[config.mk]
export PLATFORM = sky130hd
export DESIGN_NAME = qif_neuron_array
export DESIGN_NICKNAME = d
export VERILOG_FILES = /design/src/rtl/qif_neuron_array.sv
export SDC_FILE = /design/constraint.sdc
export NUM_CORES = 1
export LEC_CHECK = 0
export CAP_MARGIN = 30
export CELL_PAD_IN_SITES_DETAIL_PLACEMENT = 2
export CELL_PAD_IN_SITES_GLOBAL_PLACEMENT = 2
export CORE_AREA = 2 2 147 149
export CTS_CLUSTER_DIAMETER = 150
export DETAILED_ROUTE_END_ITERATION = 7
export DIE_AREA = 0 0 149 151
export PLACE_DENSITY = 0.91
export SYNTH_ARGS = -nofsm -noshare
export SYNTH_HDL_FRONTEND = slang
export SYNTH_SLANG_ARGS = --single-unit
[constraint.sdc]
create_clock -name clk -period 9.9 [get_ports clk]
set_input_delay 1.98 -clock clk [delete_from_list [all_inputs] [get_ports clk]]
set_output_delay 1.98 -clock clk [all_outputs]
set_load 0.01 [all_outputs]
[src/rtl/qif_neuron_array.sv]
// qif_neuron_array
// ----------------
// Time-multiplexed array of N_CH quadratic integrate-and-fire neurons that
// share a single update datapath. One request on `step` walks through every
// channel, one channel per clock, applying
//   V <- sat(V + I/2^I_SHIFT + (V/2^A_SHIFT)^2)
// with threshold/reset, a per-channel refractory period and overrun detection.
// The synapse accumulator upstream drives I_syn and step; the spike router
// downstream consumes spike when done pulses.
//
// Ports:
//   clk      clock
//   rst_n    asynchronous active-low reset
//   step     request one update of all channels (sampled every clk)
//   I_syn    packed signed input currents, channel c at [c*WIDTH +: WIDTH]
//   clr_ovr  clears the sticky overrun flag
//   V_mem    packed signed membrane voltages, same packing as I_syn
//   spike    per-channel spike flags of the most recent step
//   busy     high while a step is being processed
//   done     one-cycle pulse when the last channel has been updated
//   overrun  sticky: a step request arrived while busy
module qif_neuron_array #(
  parameter int WIDTH   = 8,
  parameter int N_CH    = 4,
  parameter int V_TH    = 50,
  parameter int V_RESET = -20,
  parameter int I_SHIFT = 2,
  parameter int A_SHIFT = 3,
  parameter int REFRAC  = 2
) (
  input  logic                  clk,
  input  logic                  rst_n,
  input  logic                  step,
  input  logic [N_CH*WIDTH-1:0] I_syn,
  input  logic                  clr_ovr,
  output logic [N_CH*WIDTH-1:0] V_mem,
  output logic [N_CH-1:0]       spike,
  output logic                  busy,
  output logic                  done,
  output logic                  overrun
);

  // Internal arithmetic width: wide enough that V + I/2^k + q^2 never wraps
  // before saturation.
  localparam int EW = 2*WIDTH + 2;
  localparam int IW = (N_CH > 1) ? $clog2(N_CH) : 1;
  localparam int RW = (REFRAC > 0) ? $clog2(REFRAC + 1) : 1;

  localparam logic signed [WIDTH-1:0] V_TH_W    = WIDTH'(V_TH);
  localparam logic signed [WIDTH-1:0] V_RESET_W = WIDTH'(V_RESET);
  localparam logic [RW-1:0]           REFRAC_W  = RW'(REFRAC);
  localparam logic [IW-1:0]           LAST_CH   = IW'(N_CH - 1);

  // Biases added to negative operands so the arithmetic shift truncates
  // toward zero like a signed division would.
  localparam logic signed [EW-1:0] I_BIAS  = EW'((1 << I_SHIFT) - 1);
  localparam logic signed [EW-1:0] A_BIAS  = EW'((1 << A_SHIFT) - 1);
  localparam logic signed [EW-1:0] SAT_MAX = EW'((1 << (WIDTH - 1)) - 1);
  localparam logic signed [EW-1:0] SAT_MIN = EW'(-(1 << (WIDTH - 1)));

  typedef enum logic {IDLE, UPDATE} state_t;

  state_t state, state_next;

  logic [IW-1:0]           idx;
  logic signed [WIDTH-1:0] v_reg  [N_CH];
  logic signed [WIDTH-1:0] i_snap [N_CH];
  logic [RW-1:0]           r_reg  [N_CH];

  logic accept;
  logic ovr_event;
  logic last_upd;

  logic signed [WIDTH-1:0] cur_v;
  logic signed [WIDTH-1:0] cur_i;
  logic [RW-1:0]           cur_r;
  logic signed [EW-1:0]    v_ext;
  logic signed [EW-1:0]    i_ext;
  logic signed [EW-1:0]    i_adj;
  logic signed [EW-1:0]    i_term;
  logic signed [EW-1:0]    a_adj;
  logic signed [EW-1:0]    q_term;
  logic signed [EW-1:0]    q_sq;
  logic signed [EW-1:0]    sum;
  logic signed [WIDTH-1:0] v_sat;
  logic signed [WIDTH-1:0] v_next;
  logic [RW-1:0]           r_next;
  logic                    fire;

  // FSM state register.
  always_ff @(posedge clk or negedge rst_n) begin
    if (!rst_n) begin
      state <= IDLE;
    end else begin
      state <= state_next;
    end
  end

  // FSM next-state logic: a step starts the sweep, the last channel ends it.
  always_comb begin
    state_next = state;
    case (state)
      IDLE:    if (step) state_next = UPDATE;
      UPDATE:  if (idx == LAST_CH) state_next = IDLE;
      default: state_next = IDLE;
    endcase
  end

  // FSM outputs. A step seen during UPDATE is dropped and flagged as overrun.
  always_comb begin
    busy      = (state == UPDATE);
    accept    = (state == IDLE) && step;
    ovr_event = (state == UPDATE) && step;
    last_upd  = (state == UPDATE) && (idx == LAST_CH);
  end

  // Shared neuron datapath for the channel selected by idx.
  always_comb begin
    cur_v  = v_reg[idx];
    cur_i  = i_snap[idx];
    cur_r  = r_reg[idx];

    v_ext  = {{(EW-WIDTH){cur_v[WIDTH-1]}}, cur_v};
    i_ext  = {{(EW-WIDTH){cur_i[WIDTH-1]}}, cur_i};

    i_adj  = i_ext[EW-1] ? (i_ext + I_BIAS) : i_ext;
    i_term = i_adj >>> I_SHIFT;
    a_adj  = v_ext[EW-1] ? (v_ext + A_BIAS) : v_ext;
    q_term = a_adj >>> A_SHIFT;

    // |q| < 2^(WIDTH-1), so the square fits comfortably in EW bits.
    q_sq   = q_term * q_term;
    sum    = v_ext + i_term + q_sq;

    if (sum > SAT_MAX) begin
      v_sat = SAT_MAX[WIDTH-1:0];
    end else if (sum < SAT_MIN) begin
      v_sat = SAT_MIN[WIDTH-1:0];
    end else begin
      v_sat = sum[WIDTH-1:0];
    end

    // Refractory hold beats threshold, which beats integration; the threshold
    // test looks at the membrane value from before this update.
    v_next = v_sat;
    r_next = cur_r;
    fire   = 1'b0;
    if (cur_r != '0) begin
      v_next = V_RESET_W;
      r_next = cur_r - RW'(1);
    end else if (cur_v >= V_TH_W) begin
      v_next = V_RESET_W;
      r_next = REFRAC_W;
      fire   = 1'b1;
    end
  end

  // Channel state: currents are frozen at acceptance so later I_syn changes
  // cannot leak into the sweep; only the indexed channel is written per cycle.
  always_ff @(posedge clk or negedge rst_n) begin
    if (!rst_n) begin
      for (int c = 0; c < N_CH; c++) begin
        v_reg[c]  <= '0;
        i_snap[c] <= '0;
        r_reg[c]  <= '0;
      end
      spike <= '0;
      idx   <= '0;
    end else if (accept) begin
      for (int c = 0; c < N_CH; c++) begin
        i_snap[c] <= I_syn[c*WIDTH +: WIDTH];
      end
      spike <= '0;
      idx   <= '0;
    end else if (state == UPDATE) begin
      v_reg[idx] <= v_next;
      r_reg[idx] <= r_next;
      if (fire) begin
        spike[idx] <= 1'b1;
      end
      idx <= last_upd ? '0 : idx + IW'(1);
    end
  end

  // Completion pulse and sticky overrun; a new overrun event beats a clear.
  always_ff @(posedge clk or negedge rst_n) begin
    if (!rst_n) begin
      done    <= 1'b0;
      overrun <= 1'b0;
    end else begin
      done    <= last_upd;
      overrun <= ovr_event | (overrun & ~clr_ovr);
    end
  end

  for (genvar c = 0; c < N_CH; c++) begin : g_pack
    assign V_mem[c*WIDTH +: WIDTH] = v_reg[c];
  end

endmodule
==> flow_summary_export.csv <==
group,metric,value,unit
route,post_drt_wl_per_cell,25.6,µm
critical_path,path_class,"reg -> reg",
critical_path,r2r_cells,26,
sta,worst_pin_slew,0.665,ns
synthesis,synth_xor_area_share,3.92,%
critical_path,cp_slowest_cell,"fa_1",
route,first_iter_violations,370,
synthesis,synthArstFlopShare,100,%
synthesis,yosysWarnings,0,
synthesis,synth_mux_area_share,9.70,%
sta,fmax,0.105,GHz
job,max_cap_violations,0,
critical_path,cp-end-kind,"flop",
hold_path,min_from,"i_snap[30]$_DFFE_PN0P_",
sta,slew_headroom,55.2,%
clocking,clkTransAtPathRegs,0.06,ns
hold_path,hold_depth,1,
synthesis,yosys.area_share.adder,30.8,%
synthesis,synth_top_family_by_area,"adder cells",
die,io-pin-count,75,
place,gp_congestion,0.865,
synthesis,synth_nets,979,
critical_path,cp_common_cell,"fa_1",
synthesis,syn_area,7830,µm²
sta,timing.hold.ws,0.504,ns
final_layout,final_cell_mix,"144 x inv_1, 81 x dfrtp_1, 78 x fa_1",
critical_path,cp_max_fo,12,
die,start_util,37.6,%
critical_path,crit-reg2reg-launch,"idx[0]$_DFFE_PN0P_",
global_routing,grt_pass1_vias,7652,
sta,layout_setup_ws,0.342,ns
status,outcome,"complete, no violations",
route,vias,6447,
clocking,clock-root-buffer,"clkbuf_16",
synthesis,synth_cell_types,54,
synthesis,synth_edf_count,0,
clocking,clockBufferDepth,2,
final_layout,layout-drive-gt1-share,10.7,%
sta,post-route-min-period,9.56,ns
synthesis,synth_compound_area_share,9.54,%
final_layout,final_net_count,1052,
sta,hold_viol_final,0,
clocking,postCtsHoldBufs,0,
place,port_buffers,74,
clocking,cts_made_buffers,9,
critical_path,max_stage_delay,0.75,ns
synthesis,ys.flop_type,"dfrtp_1",
route,ant_nets,0,
route,drt_drc_violations_left,0,
hold_path,min_to,"i_snap[30]$_DFFE_PN0P_",
final_layout,area_growth_syn_to_layout,17.7,%
clocking,ctsHtreeMaxLevel,3,
clocking,cts_setup_buffers,0,
die,fp.dieArea,22500,µm²
route,dr.pass1.iters,7,
synthesis,ys_seq_area_share,25.9,%
synthesis,netlist_instances,798,
synthesis,synth_top_area_share,25.9,%
critical_path,worstPathArrival,9.73,ns
critical_path,crit_required,10.07,ns
place,post-place-cells,1135,
synthesis,synth_simple_gate_area_share,11.8,%
place,place_ws,0.197,ns
route,viasPerCell,5.60,
critical_path,r2r_slack,0.34,ns
synthesis,synth_area_leader_cell,"dfrtp_1",
hold_path,min_path_type,"reg -> reg",
synthesis,synthTopCellsByArea,"dfrtp_1 26%, fa_1 20%, ha_1 11%",
sta,slew_viol_final,0,
clocking,clock_sinks,81,
critical_path,r2r-end,"V_mem[29]$_DFFE_PN0P_",
clocking,cts_tree,"done",
die,core,20800,µm²
sta,period_share,96.6,%
synthesis,avgSynthCellArea,9.81,µm²
final_layout,diodes,0,
critical_path,critPathLaunchType,"flop",
global_routing,grt_first_pass_wirelength,45.8,mm
synthesis,ys_ff_latch,81,
sta,finalSetupViolCount,0,
clocking,ctsResizeCount,1,
final_layout,finalNonFillerCells,1151,
clocking,clk_latency,0.35,ns
global_routing,grt_max_degree,53,
sta,fin_worst_skew,0.0118,ns
global_routing,grt.overflow.total,0,
place,dp_hpwl,21.6,mm
die,dieHeight,151,µm
final_layout,fill_cells,2210,
final_layout,layout_commonest_cell,"inv_1",
route,routed_wl,29.4,mm
die,die_w,149,µm
global_routing,antenna_found_initial,0,
global_routing,grt_use_total,27.2,%
die,num_rows,53,
## kinds of logic after synthesis
logic type	count (synthesis)
buf+inv	169
flops	81
xor+xnor	35
fa+ha+maj	146
compound gates	114
mux	53
other cells	1
simple gates	199
## per-stage QoR
| stage | instance area (µm²) | TNS [ns] | utilization, % |
|---|---|---|---|
| 6_report | 9210 | 0 | 44.2 |
| 5_1_grt | 9210 | -0.436 | 44.2 |
| 4_1_cts | 9200 | 0 | 44.2 |
| 3_5_place_dp | 8920 | 0 | 42.8 |
| 3_3_place_gp | 8890 | 0 | 42.7 |
| 2_1_floorplan | 7830 | 0 | - |
## Yosys cell counts (all sizes together), types with 10 or more instances
cell type / n
xor2: 10
dfrtp: 81
nand3: 11
a311oi: 12
inv: 144
ha: 67
mux4: 15
clkbuf: 16
mux2: 33
nand2: 75
o211ai: 10
a31oi: 10
o21ai: 29
fa: 78
xnor2: 25
nor2: 59
a21oi: 25
## worst max-delay path, delay by kind of cell, from the launching register on
kind	cells	cell delay [ns]
buf+inv	6	0.59
compound gates	5	1.53
fa+ha+maj	7	3.67
flops	1	0.57
simple gates	6	2.18
mux	2	0.81
## worst max path at each step
| stage | from | endpoint | slack [ns] |
|---|---|---|---|
| floorplan | idx[0]$_DFFE_PN0P_ | V_mem[12]$_DFFE_PN0P_ | 1.12 |
| global placement | idx[0]$_DFFE_PN0P_ | V_mem[5]$_DFFE_PN0P_ | 0.74 |
| detailed placement | idx[0]$_DFFE_PN0P_ | V_mem[5]$_DFFE_PN0P_ | 0.20 |
| CTS | idx[0]$_DFFE_PN0P_ | V_mem[14]$_DFFE_PN0P_ | 0.07 |
| global route | idx[0]$_DFFE_PN0P_ | V_mem[11]$_DFFE_PN0P_ | -0.06 |
| finish | idx[0]$_DFFE_PN0P_ | V_mem[29]$_DFFE_PN0P_ | 0.34 |
## layout make-up
class                      instances  area (µm²)  share of cell area [%]
clock inverter                     5        40.0                   0.435
tap                              275         344                    3.73
timing repair buffer              86         852                    9.25
multi-input combinational        548        5160                    56.0
sequential                        81        2030                    22.0
inverter                         145         544                    5.91
clock buffer                      11         243                    2.63
## routing by layer
metal  vias to the layer above  global-route usage (%)  share of wire, %
met4                         0                    10.8               3.6
met2                       242                    50.6                54
li1                       2786                       -                 -
met1                      3342                    31.2                38
met5                         -                       0                 0
met3                        77                    4.31               4.8
Power is not shown: default switching activity piles up to over one toggle a cycle in this logic, so the estimate is an artifact.
==> RTL edit (same settings) <==
Make the reset (`rst_n`) synchronous in 3 clocked blocks. Comments in the files are not updated.
--- a/src/rtl/qif_neuron_array.sv
+++ b/src/rtl/qif_neuron_array.sv
@@ -90,3 +90,3 @@
   // FSM state register.
-  always_ff @(posedge clk or negedge rst_n) begin
+  always_ff @(posedge clk) begin
     if (!rst_n) begin
@@ -159,3 +159,3 @@
   // cannot leak into the sweep; only the indexed channel is written per cycle.
-  always_ff @(posedge clk or negedge rst_n) begin
+  always_ff @(posedge clk) begin
     if (!rst_n) begin
@@ -185,3 +185,3 @@
   // Completion pulse and sticky overrun; a new overrun event beats a clear.
-  always_ff @(posedge clk or negedge rst_n) begin
+  always_ff @(posedge clk) begin
     if (!rst_n) begin
Check against the original RTL: differs if rst_n is asserted again (counterexample within 4 cycles, from zero or initial values and one cycle with rst_n low); with rst_n held inactive, the same outputs for 4 cycles.
==> RTL edit against the unedited design <==
Wire length rose by 0.35%; critical endpoint is now v_reg[3][6]; synthesized area fell by 1.1%; via count fell by 6.5%; design area fell by 1.1%; sequential cell count rose by 2; die area did not move; critical path type unchanged; setup slack improved by 0.087 ns.
Power is left out: the tool's default activity adds up to more than one toggle a clock period on the data nets, which glitch-free logic cannot reach.
==> RTL edit: results (changes against the unedited design) <==
Global routing
  • Gr usage total: 27.59% (+0.41 points)
  • Vias in the first global route: 7143 (-6.7%)
  • First-pass GRT wire length: 45.59 mm (-0.51%)

Synth
  • Synth Area per Inst: 10.68 sq um (+8.9%)
  • Complex-gate fraction of the synthesized area: 9.486% (-0.058 points)
  • Most used DFF post-synth: edfxtp_1
  • Multiplexer share of the synthesized area: 5.688% (-4.0 points)
  • Post-synth top cells: inv_1 (148), fa_1 (78), edfxtp_1 (72), ha_1 (67), nor2_1 (44)
  • Post-synth EDFFs: 72 (+72)
  • Syn_nets: 906 (-7.5%)

Setup path
  • Max incr delay on CP: 0.78 ns (+0.03 ns)
  • Worst r2r path cells: 25 (-3.8%)
  • RR Endpoint: v_reg[3][6]

Timing
  • Slew HR: 54.64% (-0.61 points)
  • Fin Clk Skew: 0.01749 ns (+0.005729 ns)
  • Hold_ws: 0.4885 ns (-0.01531 ns)

Final layout
  • FF/Latch Area: 2382 sq um (+18%)
  • Non-clk bufs: 85 (-1.2%)
  • Non-Filler Instances: 1083 (-5.9%)
  • Fill cells: 2192 (-0.81%)
  • Fraction of layout cells with a size suffix above 1: 6.312% (-4.4 points)
  • # nets final: 984 (-6.5%)
  • Cell area after layout: 9115 sq um (-1.1%)
  • Data buffer area share: 9.073% (-0.17 points)
  • Area of the multi-input gates: 4726 sq um (-8.5%)

Run status
  • Status: finished, final reports clean

Routing
  • First-pass DRT Iterations: 5 (-2)
  • Detailed-route wire length: 29.54 mm (+0.35%)
  • DR vias/cell: 5.563 (-0.68%)

Clocking
  • CTS Sinks: 83 (+2.5%)
  • Worst-Skew Late Latency: 0.37 ns (+0.02 ns)
  • Post-CTS sizing: 0 (-1)

Placed design
  • Area after DPL: 8822 sq um (-1.1%)
  • Dpl ws: 0.3795 ns (+0.1823 ns)
  • Final Wtd Congestion: 0.8271 (-4.4%)
==> RTL edit: cell types whose count changed in the layout (fill, tap and decap cells not counted), moves of 8 or more <==
cell | unedited run | this run
nand2_1 | 74 | 30
and2_1 | 8 | 41
mux2_2 | 33 | 0
dfxtp_1 | 0 | 11
o21ai_0 | 26 | 11
o211ai_1 | 10 | 0
mux4_1 | 0 | 8
a31oi_1 | 10 | 24
edfxtp_1 | 0 | 72
a311oi_1 | 12 | 0
nor2_1 | 57 | 44
dfrtp_1 | 81 | 0
==> RTL edit: layer usage <==
layer  track usage, %  share of wire [%]  vias to the layer above  wire (um)
met2            51.41                 54                      224      15920
met1            32.05                 38                     3124      11230
li1                 -                  -                     2601          -
met4            10.57                3.7                        0       1095
met3            3.946                4.4                       76       1292
met5                0                  0                        -          0
